**config.mk**
```make
export PLATFORM = sky130hd
export DESIGN_NAME = spi_rx
export DESIGN_NICKNAME = d
export VERILOG_FILES = /design/src/rtl/spi_pkg.sv /design/src/rtl/sync2.sv /design/src/rtl/spi_rx.sv
export SDC_FILE = /design/constraint.sdc
export NUM_CORES = 1
export LEC_CHECK = 0
export CORE_UTILIZATION = 53
export DETAILED_ROUTE_END_ITERATION = 6
export GPL_TIMING_DRIVEN = 1
export PLACE_DENSITY = 0.84
export SLEW_MARGIN = 15
export SYNTH_ARGS = -nofsm -noshare
export SYNTH_HDL_FRONTEND = slang
export SYNTH_SLANG_ARGS = --single-unit
```
**constraint.sdc**
```tcl
create_clock -name clk -period 2.5 [get_ports clk]
set_input_delay 0.5 -clock clk [delete_from_list [all_inputs] [get_ports clk]]
set_output_delay 0.5 -clock clk [all_outputs]
set_load 0.05 [all_outputs]
```
**src/rtl/spi_pkg.sv**
```systemverilog
// ============================================================================
// spi_pkg : shared state encoding and default frame width for spi_rx
// Rev 1.0
// ============================================================================
`default_nettype none

package spi_pkg;

    localparam int C_WIDTH_DEFAULT = 8;

    typedef enum logic [1:0] {
        ST_WAIT = 2'd0,
        ST_IDLE = 2'd1,
        ST_RECV = 2'd2
    } state_t;

endpackage

`default_nettype wire

```
**src/rtl/sync2.sv**
```systemverilog
// ============================================================================
// sync2 : multi-flop input synchronizer (default 2 flops) with reset value
// Rev 1.0
// ============================================================================
`default_nettype none

module sync2 #(
    parameter int   STAGES  = 2,
    parameter logic RST_VAL = 1'b0
) (
    input  logic clk,
    input  logic rst_n,
    input  logic d,
    output logic q
);

    logic [STAGES-1:0] r_chain;

    generate
        if (STAGES == 1) begin : g_single
            always_ff @(posedge clk or negedge rst_n) begin
                if (!rst_n) r_chain <= RST_VAL;
                else        r_chain <= d;
            end
        end else begin : g_multi
            always_ff @(posedge clk or negedge rst_n) begin
                if (!rst_n) r_chain <= {STAGES{RST_VAL}};
                else        r_chain <= {r_chain[STAGES-2:0], d};
            end
        end
    endgenerate

    assign q = r_chain[STAGES-1];

endmodule

`default_nettype wire

```
**src/rtl/spi_rx.sv**
```systemverilog
// ============================================================================
// spi_rx : SPI mode-0 slave receiver, MSB first, valid/ready output with
//          overrun and abort pulses. Define SPI_RX_SYNC_EN for async masters.
// Rev 1.0
// ============================================================================
`default_nettype none

module spi_rx
    import spi_pkg::*;
#(
    parameter int WIDTH = C_WIDTH_DEFAULT
) (
    input  logic             clk,
    input  logic             rst_n,
    input  logic             sclk,
    input  logic             ss,
    input  logic             sdi,
    output logic [WIDTH-1:0] dat,
    output logic             vld,
    input  logic             rdy,
    output logic             ovr,
    output logic             abrt
);

    localparam int C_CNT_W = $clog2(WIDTH + 1);
`ifdef SPI_RX_SYNC_EN
    // Two synchronizer flops followed by the input register.
    localparam int C_COND_STAGES = 3;
`else
    localparam int C_COND_STAGES = 1;
`endif
    localparam logic [1:0]         C_FILL_DONE = 2'(C_COND_STAGES);
    localparam logic [C_CNT_W-1:0] C_LAST      = C_CNT_W'(WIDTH - 1);

    logic w_sclk;
    logic w_ss;
    logic w_sdi;
    logic w_sclk_rise;
    logic w_cond_ok;

    state_t             r_state;
    logic [C_CNT_W-1:0] r_cnt;
    logic [WIDTH-1:0]   r_shift;
    logic               r_sclk_prev;
    logic [1:0]         r_fill;

    sync2 #(.STAGES(C_COND_STAGES), .RST_VAL(1'b0)) u_sync_sclk (
        .clk(clk), .rst_n(rst_n), .d(sclk), .q(w_sclk)
    );
    sync2 #(.STAGES(C_COND_STAGES), .RST_VAL(1'b1)) u_sync_ss (
        .clk(clk), .rst_n(rst_n), .d(ss), .q(w_ss)
    );
    sync2 #(.STAGES(C_COND_STAGES), .RST_VAL(1'b0)) u_sync_sdi (
        .clk(clk), .rst_n(rst_n), .d(sdi), .q(w_sdi)
    );

    assign w_sclk_rise = w_sclk & ~r_sclk_prev;
    // Until the conditioning pipe has refilled after reset, w_ss shows the
    // reset value rather than the pin, so WAIT must not trust it yet.
    assign w_cond_ok   = (r_fill == C_FILL_DONE);

    always_ff @(posedge clk or negedge rst_n) begin
        if (!rst_n) begin
            r_state     <= ST_WAIT;
            r_cnt       <= '0;
            r_shift     <= '0;
            r_sclk_prev <= 1'b0;
            r_fill      <= 2'd0;
            dat         <= '0;
            vld         <= 1'b0;
            ovr         <= 1'b0;
            abrt        <= 1'b0;
        end else begin
            r_sclk_prev <= w_sclk;
            ovr         <= 1'b0;
            abrt        <= 1'b0;
            if (!w_cond_ok) r_fill <= r_fill + 2'd1;
            if (vld && rdy) vld <= 1'b0;

            case (r_state)
                ST_WAIT: begin
                    if (w_cond_ok && w_ss) r_state <= ST_IDLE;
                end
                ST_IDLE: begin
                    if (!w_ss) begin
                        r_state <= ST_RECV;
                        r_cnt   <= '0;
                    end
                end
                ST_RECV: begin
                    if (w_ss) begin
                        r_state <= ST_IDLE;
                        r_cnt   <= '0;
                        if (r_cnt != '0) abrt <= 1'b1;
                    end else if (w_sclk_rise) begin
                        r_shift <= {r_shift[WIDTH-2:0], w_sdi};
                        if (r_cnt == C_LAST) begin
                            r_cnt <= '0;
                            dat   <= {r_shift[WIDTH-2:0], w_sdi};
                            vld   <= 1'b1;
                            ovr   <= vld & ~rdy;
                        end else begin
                            r_cnt <= r_cnt + C_CNT_W'(1);
                        end
                    end
                end
                default: r_state <= ST_WAIT;
            endcase
        end
    end

endmodule

`default_nettype wire

```
Yosys cells after proc, flatten, opt, wreduce, memory -nomap -nowiden
Index checks and enable logic that the tools add are counted.

word-level totals
  register bits = 30
  bits of input ports = 6
  word-level logic and storage cells = 57
  output and inout port bits = 11

operators by class
  add/sub/neg operators = 2
  multiplexer cells = 21
  reductions and logical operators = 9
  eq/ne operators = 8
  bitwise gates (word level) = 5

operators by type and width
  operator               number
  $mux W4                4
  $mux W1                12
  $reduce_and A3 Y1      3
  $pmux W4 S2            1
  $mux W2                3
  $pmux W2 S3            1
  $add A4 B1 Y4 const B  1
  $eq A2 B1 Y1 const B   2
  $eq A4 B3 Y1 const B   1
  $ne A2 B2 Y1 const B   2
  $reduce_and A4 Y1      1
  $reduce_bool A4 Y1     1
  $ne A3 B2 Y1 const B   1
  $not A1 Y1             3
  $add A2 B1 Y2 const B  1
  $and A1 B1 Y1          2
  $eq A2 B2 Y1 const B   1
  $logic_and A1 B1 Y1    2
  $logic_not A2 Y1       1
  $ne A2 B1 Y1 const B   1
  $reduce_bool A2 Y1     1

Longest topological paths before layout
Gate-level depths: netlist of run 1.

  word-level depth = 6
  mapped depth = 6
  mapped depth without buffers = 5

Hierarchy
From an unflattened synthesis of run 1, not the netlist that was laid out.

second synthesis, totals
  cell total of the unflattened synthesis = 85
  area, all modules = 1198.6 sq um

modules (own cells, without submodules)
  module                    area an instance (sq um)  sequential area each (sq um)  instances  cells each
  spi_rx                    1122.3                    675.6                         1          82
  sync2 at u_sync_sclk ...  25.0                      25.0                          2          1
  sync2 at u_sync_ss        26.3                      26.3                          1          1

Worst setup path before layout of run 1
No wires, ideal clock.

  kind = register to register
  from = reg r_state[0]
  to = reg dat[0]
  stages on the path, launching flop included = 7
  path buffers = 1
  data required time = 2.375 ns
  setup slack = 0.792 ns
  clock period less this slack = 1.708 ns
  arrival time = 1.583 ns
  setup time = 0.125 ns
  cells stage by stage = dfrtp_1 > inv_1 > ha_1 > and4bb_1 > nor3b_2 > buf_6 > mux2_4

between the ends
  cells in the longest elaborated chain, start to end = 2

ends and longest elaborated chain
  what                         RTL line      RTL
  start, declared              spi_rx.sv:41  state_t r_state;
  start signal, assigned       spi_rx.sv:64  r_state <= ST_WAIT;
  start signal, assigned       spi_rx.sv:82  if (w_cond_ok && w_ss) r_state <= ST_IDLE;
  start signal, assigned       spi_rx.sv:86  r_state <= ST_RECV;
  $eq A2 B2 Y1                 spi_rx.sv:80  case (r_state)
  $reduce_and A4 Y1 (no line)  -
  end signal, assigned         spi_rx.sv:99  dat <= {r_shift[WIDTH-2:0], w_sdi};
  end, declared                spi_rx.sv:18  output logic [WIDTH-1:0] dat,

Every way passes these cells.
A chain may end at the register's enable or synchronous reset.

Worst setup path after layout of run 1
  from = reg dat[2]
  to = out dat[2]

No word-level cell between the ends.

==> results of run 1 <==
flip-flops by register name, summed over array words and instances, names as in the netlist:
name	count
u_sync_sdi.q	1
r_state	2
dat	8
u_sync_ss.q	1
r_sclk_prev	1
r_fill	2
abrt	1
r_cnt	4
r_shift	7
vld	1
u_sync_sclk.q	1
ovr	1
cells by family (layout without fill, tap and decap cells):
| family | count (synthesis) | count (layout) |
|---|---|---|
| xor+xnor | 1 | 1 |
| fa+ha+maj | 8 | 8 |
| flops | 30 | 30 |
| buf+inv | 10 | 35 |
| compound gates | 13 | 13 |
| mux | 17 | 17 |
| simple gates | 18 | 18 |
placed cells by master (no fill, tap or decap), drive strengths merged:
cell and instances:
buf 3, a22o 1, o21ai 3, o21a 1, o211ai 2, a21boi 1
nand4 1, mux2i 1, mux2 16, a21o 1, clkbuf 7, nor3b 2
o2111ai 1, nand4b 1, nor2b 1, nand3 1, clkinv 1, dfstp 1
and4bb 1, and3 2, inv 8, nor3 1, ha 8, or3b 1
nand2 3, clkdlybuf4s50 16, nor2 2, nand2b 2, a21oi 1, xnor2 1
o21bai 1, a31oi 1, dfrtp 29
report_power, final:
part	internal (mW)	leakage (nW)	switching [mW]	total [mW]
Clock	0.136	0.0353	0.159	0.295
Combinational	0.117	0.316	0.143	0.260
Sequential	0.528	0.398	0.0358	0.563
final cells by class:
cell class,instances,area share
Timing Repair Buffer,19,0.115
Clock inverter,1,0.00314
Sequential cell,30,0.472
Multi-Input combinational cell,57,0.335
Tap cell,28,0.0220
Clock buffer,7,0.0345
Inverter,8,0.0188
per-layer routing:
| layer | track usage | share of wire |
|---|---|---|
| met3 | 0.0877 | 0.039 |
| met2 | 0.335 | 0.51 |
| met4 | 0.118 | 0.025 |
| met1 | 0.220 | 0.42 |
| met5 | 0 | 0 |
worst min path at each step:
stage,startpoint,endpoint
after detailed placement,u_sync_sclk.q,r_sclk_prev
final,u_sync_sclk.q,r_sclk_prev
after global routing,u_sync_sclk.q,r_sclk_prev
after floorplan,rst_n,abrt
after global placement,u_sync_sclk.q,r_sclk_prev
after CTS,u_sync_sclk.q,r_sclk_prev
==> flow_metrics.env, run 1 <==
export IMPL_initial_core_util=0.580
export IMPL_p_leak_nw=0.750
export IMPL_via_per_inst=5.36
export IMPL_dp_final_hpwl_um=1570
export IMPL_ir_worst_vdd_v=0.000535
export IMPL_die_area_sq_um=2720
export IMPL_netlist_area_sq_um=1330
export IMPL_synth_edf_count=0
export IMPL_max_freq_mhz=496
export IMPL_syn_area_per_cell_sq_um=13.7
export IMPL_setup_viol=0
export IMPL_critPathMaxStageDelay_ns=0.81
export IMPL_required_ns=2.00
export IMPL_hold_path_class="reg -> reg"
export IMPL_async_reset_ff_frac=1.00
export IMPL_crit_fanout=2
export IMPL_antenna_cells=0
export IMPL_clk_pin_slew_ns=0.09
export IMPL_endpoint_kind="output pin"
export IMPL_dp_slack_ns=0.630
export IMPL_place_gp_congestion=0.726
export IMPL_grt_max_degree=31
export IMPL_synth_cell_types=33
export IMPL_synth_top_cell_by_area="dfrtp_1"
export IMPL_r2r_cells=6
export IMPL_startpoint="dat[2]"
export IMPL_track_usage=0.205
export IMPL_path_class="reg -> out"
export IMPL_yosys_area_share_xor_xnor=0.00657
export IMPL_period_needed_ns=2.02
export IMPL_synth_warnings=0
export IMPL_cts_resized=0
export IMPL_synth_seq_area_share=0.564
export IMPL_cts_setup_buffers=0
export IMPL_drc_errors=0
export IMPL_hold_violations=0
export IMPL_die_x_um=52.1
export IMPL_worst_slack_ns=0.484
export IMPL_yosysMostFrequentCell="dfrtp_1"
export IMPL_seqCellArea_sq_um=752
export IMPL_wl_per_cell_um=14.7
export IMPL_slew_viol_final=0
export IMPL_synth_mux_area_frac=0.165
export IMPL_drtIter0Drc=16
export IMPL_utilization=0.694
export IMPL_reg2reg_slack_ns=0.58
export IMPL_cts_buffer_depth=2
export IMPL_synth_flop_cell="dfrtp_1"
export IMPL_grt_pass1_vias=812
export IMPL_path_delay_family="buffers and inverters"
export IMPL_route_vias_total=804
export IMPL_clock_sinks=30
export IMPL_area_growth_pct=19.6
export IMPL_clock_latency_ns=0.33
export IMPL_synth_adder_area_share=0.0751
export IMPL_ctsHoldBuffers=0
export IMPL_synthCells=97
export IMPL_die_y_um=52.1
export IMPL_cts_tree="done"
export IMPL_final_nets=135
export IMPL_postRouteAntennaNets=0
export IMPL_placed_cells=142
export IMPL_synth_commonest_cells="29 x dfrtp_1, 8 x ha_1, 8 x inv_1, 8 x mux2_2, 8 x mux2_4"
export IMPL_ys_top_cells_by_area="dfrtp_1 54%, mux2_4 9.0%, ha_1 7.5%"
export IMPL_synth_simple_area_share=0.0873
export IMPL_cts_root_buf="clkbuf_4"
export IMPL_crit_path_end="dat[2]"
export IMPL_fin_hold_ws_ns=0.407
export IMPL_skew_ns=0.00815
export IMPL_drive_gt1_frac=0.238
export IMPL_fill_cells=183
export IMPL_first_pass_iters=4
export IMPL_crit_arrival_ns=1.52
export IMPL_final_cells=150
export IMPL_cts_max_level=2
export IMPL_worst_path_buf_inv=1
export IMPL_total_power_mw=1.12
export IMPL_post_route_period_util=0.807
export IMPL_grt_pass1_wl_um=3680
export IMPL_overflow=0
export IMPL_slew_headroom=0.665
export IMPL_place_area_sq_um=1530
export IMPL_hold_depth=0
export IMPL_worst_slew_pin_slew_ns=0.500
export IMPL_stdcell_area_sq_um=1590
export IMPL_crit_path_start_kind="flop"
export IMPL_syn_nets=111
export IMPL_port_buffers=16
export IMPL_cp_slowest_cell="clkdlybuf4s50_1"
export IMPL_antenna_found_initial=0
export IMPL_io_pins=17
export IMPL_crit_cells=1
export IMPL_wl_um=2210
export IMPL_synth_top_family_by_area="multiplexers"
export IMPL_ys_seq_elements=30
export IMPL_post_synth_top_area_fraction=0.545
export IMPL_core_region_area_sq_um=2300
export IMPL_row_count=17
export IMPL_worstReg2RegStart="r_state[0]"
export IMPL_powerDensity_nw_per_um2=702
export IMPL_multi_input_area_sq_um=534
export IMPL_status="complete, no violations"
export IMPL_cp_cell_sequence="clkdlybuf4s50_1"
export IMPL_synth_compound_area_share=0.0667
export IMPL_cts_buffers=5
export IMPL_rsz0062_at_grt="no"
export IMPL_rr_endpoint="dat[0]"
export IMPL_maxCapViolCount=0
export IMPL_tns_ns=0
Note: power is estimated with default switching activity, not from simulation.
==> run 2, diff against run 1 <==
- CORE_UTILIZATION: 53 -> 48
- PLACE_DENSITY: 0.84 -> 0.8
- clock period: 2.5 -> 1.74 ns (I/O delays scaled with it)
==> flow_metrics.env, run 2 (same netlist as run 1, synthesis figures left out) <==
export IMPL_status="complete, no violations"
export IMPL_dp_final_hpwl_um=1570
export IMPL_final_cell_mix="29 x dfrtp_1, 17 x buf_4"
export IMPL_largest_reg_flops=8
export IMPL_powerDensity_nw_per_um2=1030
export IMPL_fill_cells=196
export IMPL_endpoint_kind="flop"
export IMPL_worst_slew_pin_slew_ns=0.373
export IMPL_setup_viol=0
export IMPL_drc_errors=0
export IMPL_wl_um=2150
export IMPL_maxCapViolCount=0
export IMPL_required_ns=1.96
export IMPL_layout_commonest_cell="dfrtp_1"
export IMPL_place_gp_congestion=0.760
export IMPL_cp_slowest_cell="dfrtp_1"
export IMPL_top_regs="dat (8), r_shift (7), r_cnt (4)"
export IMPL_regMostFlops="dat"
export IMPL_crit_arrival_ns=1.87
export IMPL_worst_path_buf_inv=2
export IMPL_grt_pass1_vias=862
export IMPL_drtIter0Drc=12
export IMPL_hold_path_class="in -> async"
export IMPL_clock_latency_ns=0.33
export IMPL_rr_endpoint="dat[0]"
export IMPL_initial_core_util=0.524
export IMPL_drive_gt1_frac=0.344
export IMPL_r2r_cells=6
export IMPL_worstReg2RegStart="r_state[0]"
export IMPL_cts_setup_buffers=0
export IMPL_grt_pass1_wl_um=3770
export IMPL_via_per_inst=5.39
export IMPL_first_pass_iters=4
export IMPL_utilization=0.628
export IMPL_wl_per_cell_um=13.9
export IMPL_dp_slack_ns=0.0903
export IMPL_clk_pin_slew_ns=0.09
export IMPL_clock_sinks=30
export IMPL_io_pins=17
export IMPL_cts_buffer_depth=2
export IMPL_path_delay_family="simple AND/OR/NAND/NOR gates"
export IMPL_path_class="reg -> reg"
export IMPL_cp_cell_sequence="inv_1 > ha_1 > and4bb_1 > nor3b_4 > buf_4 > mux2_4"
export IMPL_row_count=18
export IMPL_cts_root_buf="clkbuf_4"
export IMPL_final_nets=138
export IMPL_fin_hold_ws_ns=0.389
export IMPL_reg2reg_slack_ns=0.09
export IMPL_core_region_area_sq_um=2540
export IMPL_ir_worst_vdd_v=0.000785
export IMPL_grt_max_degree=31
export IMPL_die_area_sq_um=2990
export IMPL_cts_tree="done"
export IMPL_antenna_cells=0
export IMPL_slew_headroom=0.752
export IMPL_multi_input_area_sq_um=541
export IMPL_placed_cells=147
export IMPL_place_area_sq_um=1530
export IMPL_total_power_mw=1.64
export IMPL_port_buffers=16
export IMPL_slew_viol_final=0
export IMPL_tns_ns=0
export IMPL_area_growth_pct=19.9
export IMPL_crit_path_start_kind="flop"
export IMPL_post_route_period_util=0.948
export IMPL_worst_slack_ns=0.0905
export IMPL_die_x_um=54.7
export IMPL_crit_fanout=5
export IMPL_period_needed_ns=1.65
export IMPL_final_cells=155
export IMPL_cts_max_level=2
export IMPL_p_leak_nw=0.788
export IMPL_postRouteAntennaNets=0
export IMPL_stdcell_area_sq_um=1600
export IMPL_track_usage=0.191
export IMPL_die_y_um=54.7
export IMPL_route_vias_total=835
export IMPL_overflow=0
export IMPL_critPathMaxStageDelay_ns=0.38
export IMPL_hold_violations=0
export IMPL_cts_buffers=5
export IMPL_seqCellArea_sq_um=752
export IMPL_skew_ns=0.00723
export IMPL_max_freq_mhz=606
export IMPL_antenna_found_initial=0
[run 2: metal layers]
metal	global-route usage	routed length, um	vias to the layer above
met5	0	0	-
met4	0.124	68	0
met3	0.0583	80	9
met2	0.313	1020	20
met1	0.211	979	415
li1	-	-	391
[run 2: power by group]
part	internal, mW	total [mW]	switching (mW)
Clock	0.195	0.428	0.233
Sequential	0.758	0.802	0.0439
Combinational	0.191	0.409	0.218
Total	1.14	1.64	0.495
[run 2: area by class of cell]
cell class              count  area share
clock inverters             1     0.00313
clock buffers               7      0.0345
multi-input cells          57       0.338
flip-flops and latches     30       0.471
inverters                   8      0.0188
repair buffers             22       0.111
well taps                  30      0.0235
[run 2: how the worst max path moves through the flow]
stage | from | endpoint | slack (ns) | cells past startpoint
global route | r_state[0] | dat[0] | -0.02 | 6
detailed placement | r_state[0] | dat[0] | 0.09 | 6
CTS | r_state[0] | dat[0] | 0.09 | 6
floorplan | r_state[0] | dat[0] | 0.03 | 6
global placement | r_state[0] | dat[3] | 0.14 | 6
finish | r_state[0] | dat[0] | 0.09 | 6
[run 2: what timing repair did]
action                                  CTS  global route
endpoints found under the setup margin    0             1
hold buffers                              0             0
gates resized for setup                   0             1
==> run 3, diff against run 2 <==
- clock period: 1.74 -> 1.4 ns (I/O delays scaled with it)
==> flow_metrics.env, run 3 (same netlist as run 1, synthesis figures left out) <==
export IMPL_die_x_um=54.7
export IMPL_post_route_period_util=1.16
export IMPL_top_regs="dat (8), r_shift (7), r_cnt (4)"
export IMPL_required_ns=1.62
export IMPL_cts_buffers=5
export IMPL_cp_cell_sequence="inv_2 > ha_4 > and4bb_1 > nor3b_4 > buf_6 > mux2_4"
export IMPL_drive_gt1_frac=0.514
export IMPL_place_gp_congestion=0.729
export IMPL_regMostFlops="dat"
export IMPL_skew_ns=0.0121
export IMPL_grt_max_degree=31
export IMPL_die_y_um=54.7
export IMPL_max_freq_mhz=618
export IMPL_crit_path_start_kind="flop"
export IMPL_cp_slowest_cell="dfrtp_1"
export IMPL_slew_viol_final=0
export IMPL_worst_slack_ns=-0.219
export IMPL_cts_root_buf="clkbuf_4"
export IMPL_wl_per_cell_um=16.1
export IMPL_grt_pass1_vias=983
export IMPL_maxCapViolCount=0
export IMPL_critPathMaxStageDelay_ns=0.40
export IMPL_endpoint_kind="flop"
export IMPL_slew_headroom=0.819
export IMPL_period_needed_ns=1.62
export IMPL_io_pins=17
export IMPL_status="finished with violations"
export IMPL_clock_sinks=30
export IMPL_via_per_inst=5.39
export IMPL_crit_arrival_ns=1.84
export IMPL_area_growth_pct=51.6
export IMPL_drtIter0Drc=15
export IMPL_antenna_cells=0
export IMPL_wl_um=2810
export IMPL_path_class="reg -> reg"
export IMPL_tns_ns=-3.13
export IMPL_dp_final_hpwl_um=1870
export IMPL_clk_pin_slew_ns=0.09
export IMPL_cts_max_level=2
export IMPL_setup_viol=23
export IMPL_first_pass_iters=4
export IMPL_die_area_sq_um=2990
export IMPL_violations="setup timing"
export IMPL_clock_latency_ns=0.33
export IMPL_route_vias_total=938
export IMPL_postRouteAntennaNets=0
export IMPL_final_nets=157
export IMPL_overflow=0
export IMPL_worst_slew_pin_slew_ns=0.272
export IMPL_track_usage=0.240
export IMPL_final_cells=174
export IMPL_cts_buffer_depth=2
export IMPL_antenna_found_initial=0
export IMPL_rsz0062_at_grt="yes"
export IMPL_placed_cells=159
export IMPL_final_cell_mix="29 x dfrtp_1, 17 x buf_4, 12 x buf_12"
export IMPL_row_count=18
export IMPL_port_buffers=16
export IMPL_powerDensity_nw_per_um2=1330
export IMPL_core_region_area_sq_um=2540
export IMPL_crit_fanout=5
export IMPL_p_leak_nw=0.949
export IMPL_initial_core_util=0.524
export IMPL_largest_reg_flops=8
export IMPL_drc_errors=0
export IMPL_ir_worst_vdd_v=0.00114
export IMPL_hold_violations=0
export IMPL_grt_pass1_wl_um=4690
export IMPL_cts_tree="done"
export IMPL_layout_commonest_cell="dfrtp_1"
export IMPL_ctsHoldBuffers=0
export IMPL_hold_path_class="in -> async"
[run 3: final timing paths]
check	startpoint	end	slack, ns	cells after the start
max reg2reg	r_state[0]	dat[3]	-0.22	6
min in group clk	ss	u_sync_ss.q	0.36	1
min reg2reg	u_sync_sclk.q	r_sclk_prev	0.41	0
max	r_state[0]	dat[3]	-0.22	6
max in group asynchronous	rst_n	u_sync_ss.q	0.85	2
min	rst_n	vld	0.30	2
[run 3: per-stage QoR]
step / worst slack [ns] / cell area, sq um / util / power [mW] / hold WS (ns)
after floorplan: -0.214 / 1360 / - / 1.40 / -0.0156
after global placement: -0.138 / 1790 / 0.705 / 1.67 / 0.381
after detailed placement: -0.200 / 1790 / 0.705 / 1.74 / 0.390
after CTS: -0.199 / 1960 / 0.770 / 2.51 / 0.302
after global routing: -0.322 / 2020 / 0.794 / 2.83 / 0.304
final: -0.219 / 2020 / 0.794 / 2.68 / 0.302
[run 3: repair_timing]
item                                    CTS  global route
pin swaps                                 6             5
resized for setup                        19             8
setup buffers                             6             4
endpoints found under the setup margin   22            23
[run 3: final cells by class]
class	instances	area, sq um
fillers	145	524
clock inverters	1	5.00
inverters	8	35.0
multi-input cells	57	639
clock buffers	7	55.1
flip-flops and latches	30	752
repair buffers	41	497
well taps	30	37.5
[run 3: layer usage]
metal | wire length, um | vias to the layer above | share of wire | track usage
met5 | 0 | - | 0 | 0
met4 | 98 | 0 | 0.035 | 0.124
met3 | 110 | 10 | 0.039 | 0.0778
met2 | 1530 | 24 | 0.54 | 0.420
met1 | 1070 | 472 | 0.38 | 0.255
li1 | - | 432 | - | -
[run 3: report_power, final]
part / switching, mW / internal [mW] / leakage (nW)
clock: 0.290 / 0.243 / 0.0353
combinational: 0.499 / 0.652 / 0.515
sequential: 0.0596 / 0.942 / 0.398
[run 3: critical path, delay by kind of cell, from the launching register on]
kind | cells | cell delay (ns)
multiplexers | 1 | 0.29
buffers and inverters | 2 | 0.26
flip-flops | 1 | 0.40
adder cells (fa/ha/maj) | 1 | 0.13
AND/OR/NAND/NOR | 2 | 0.43
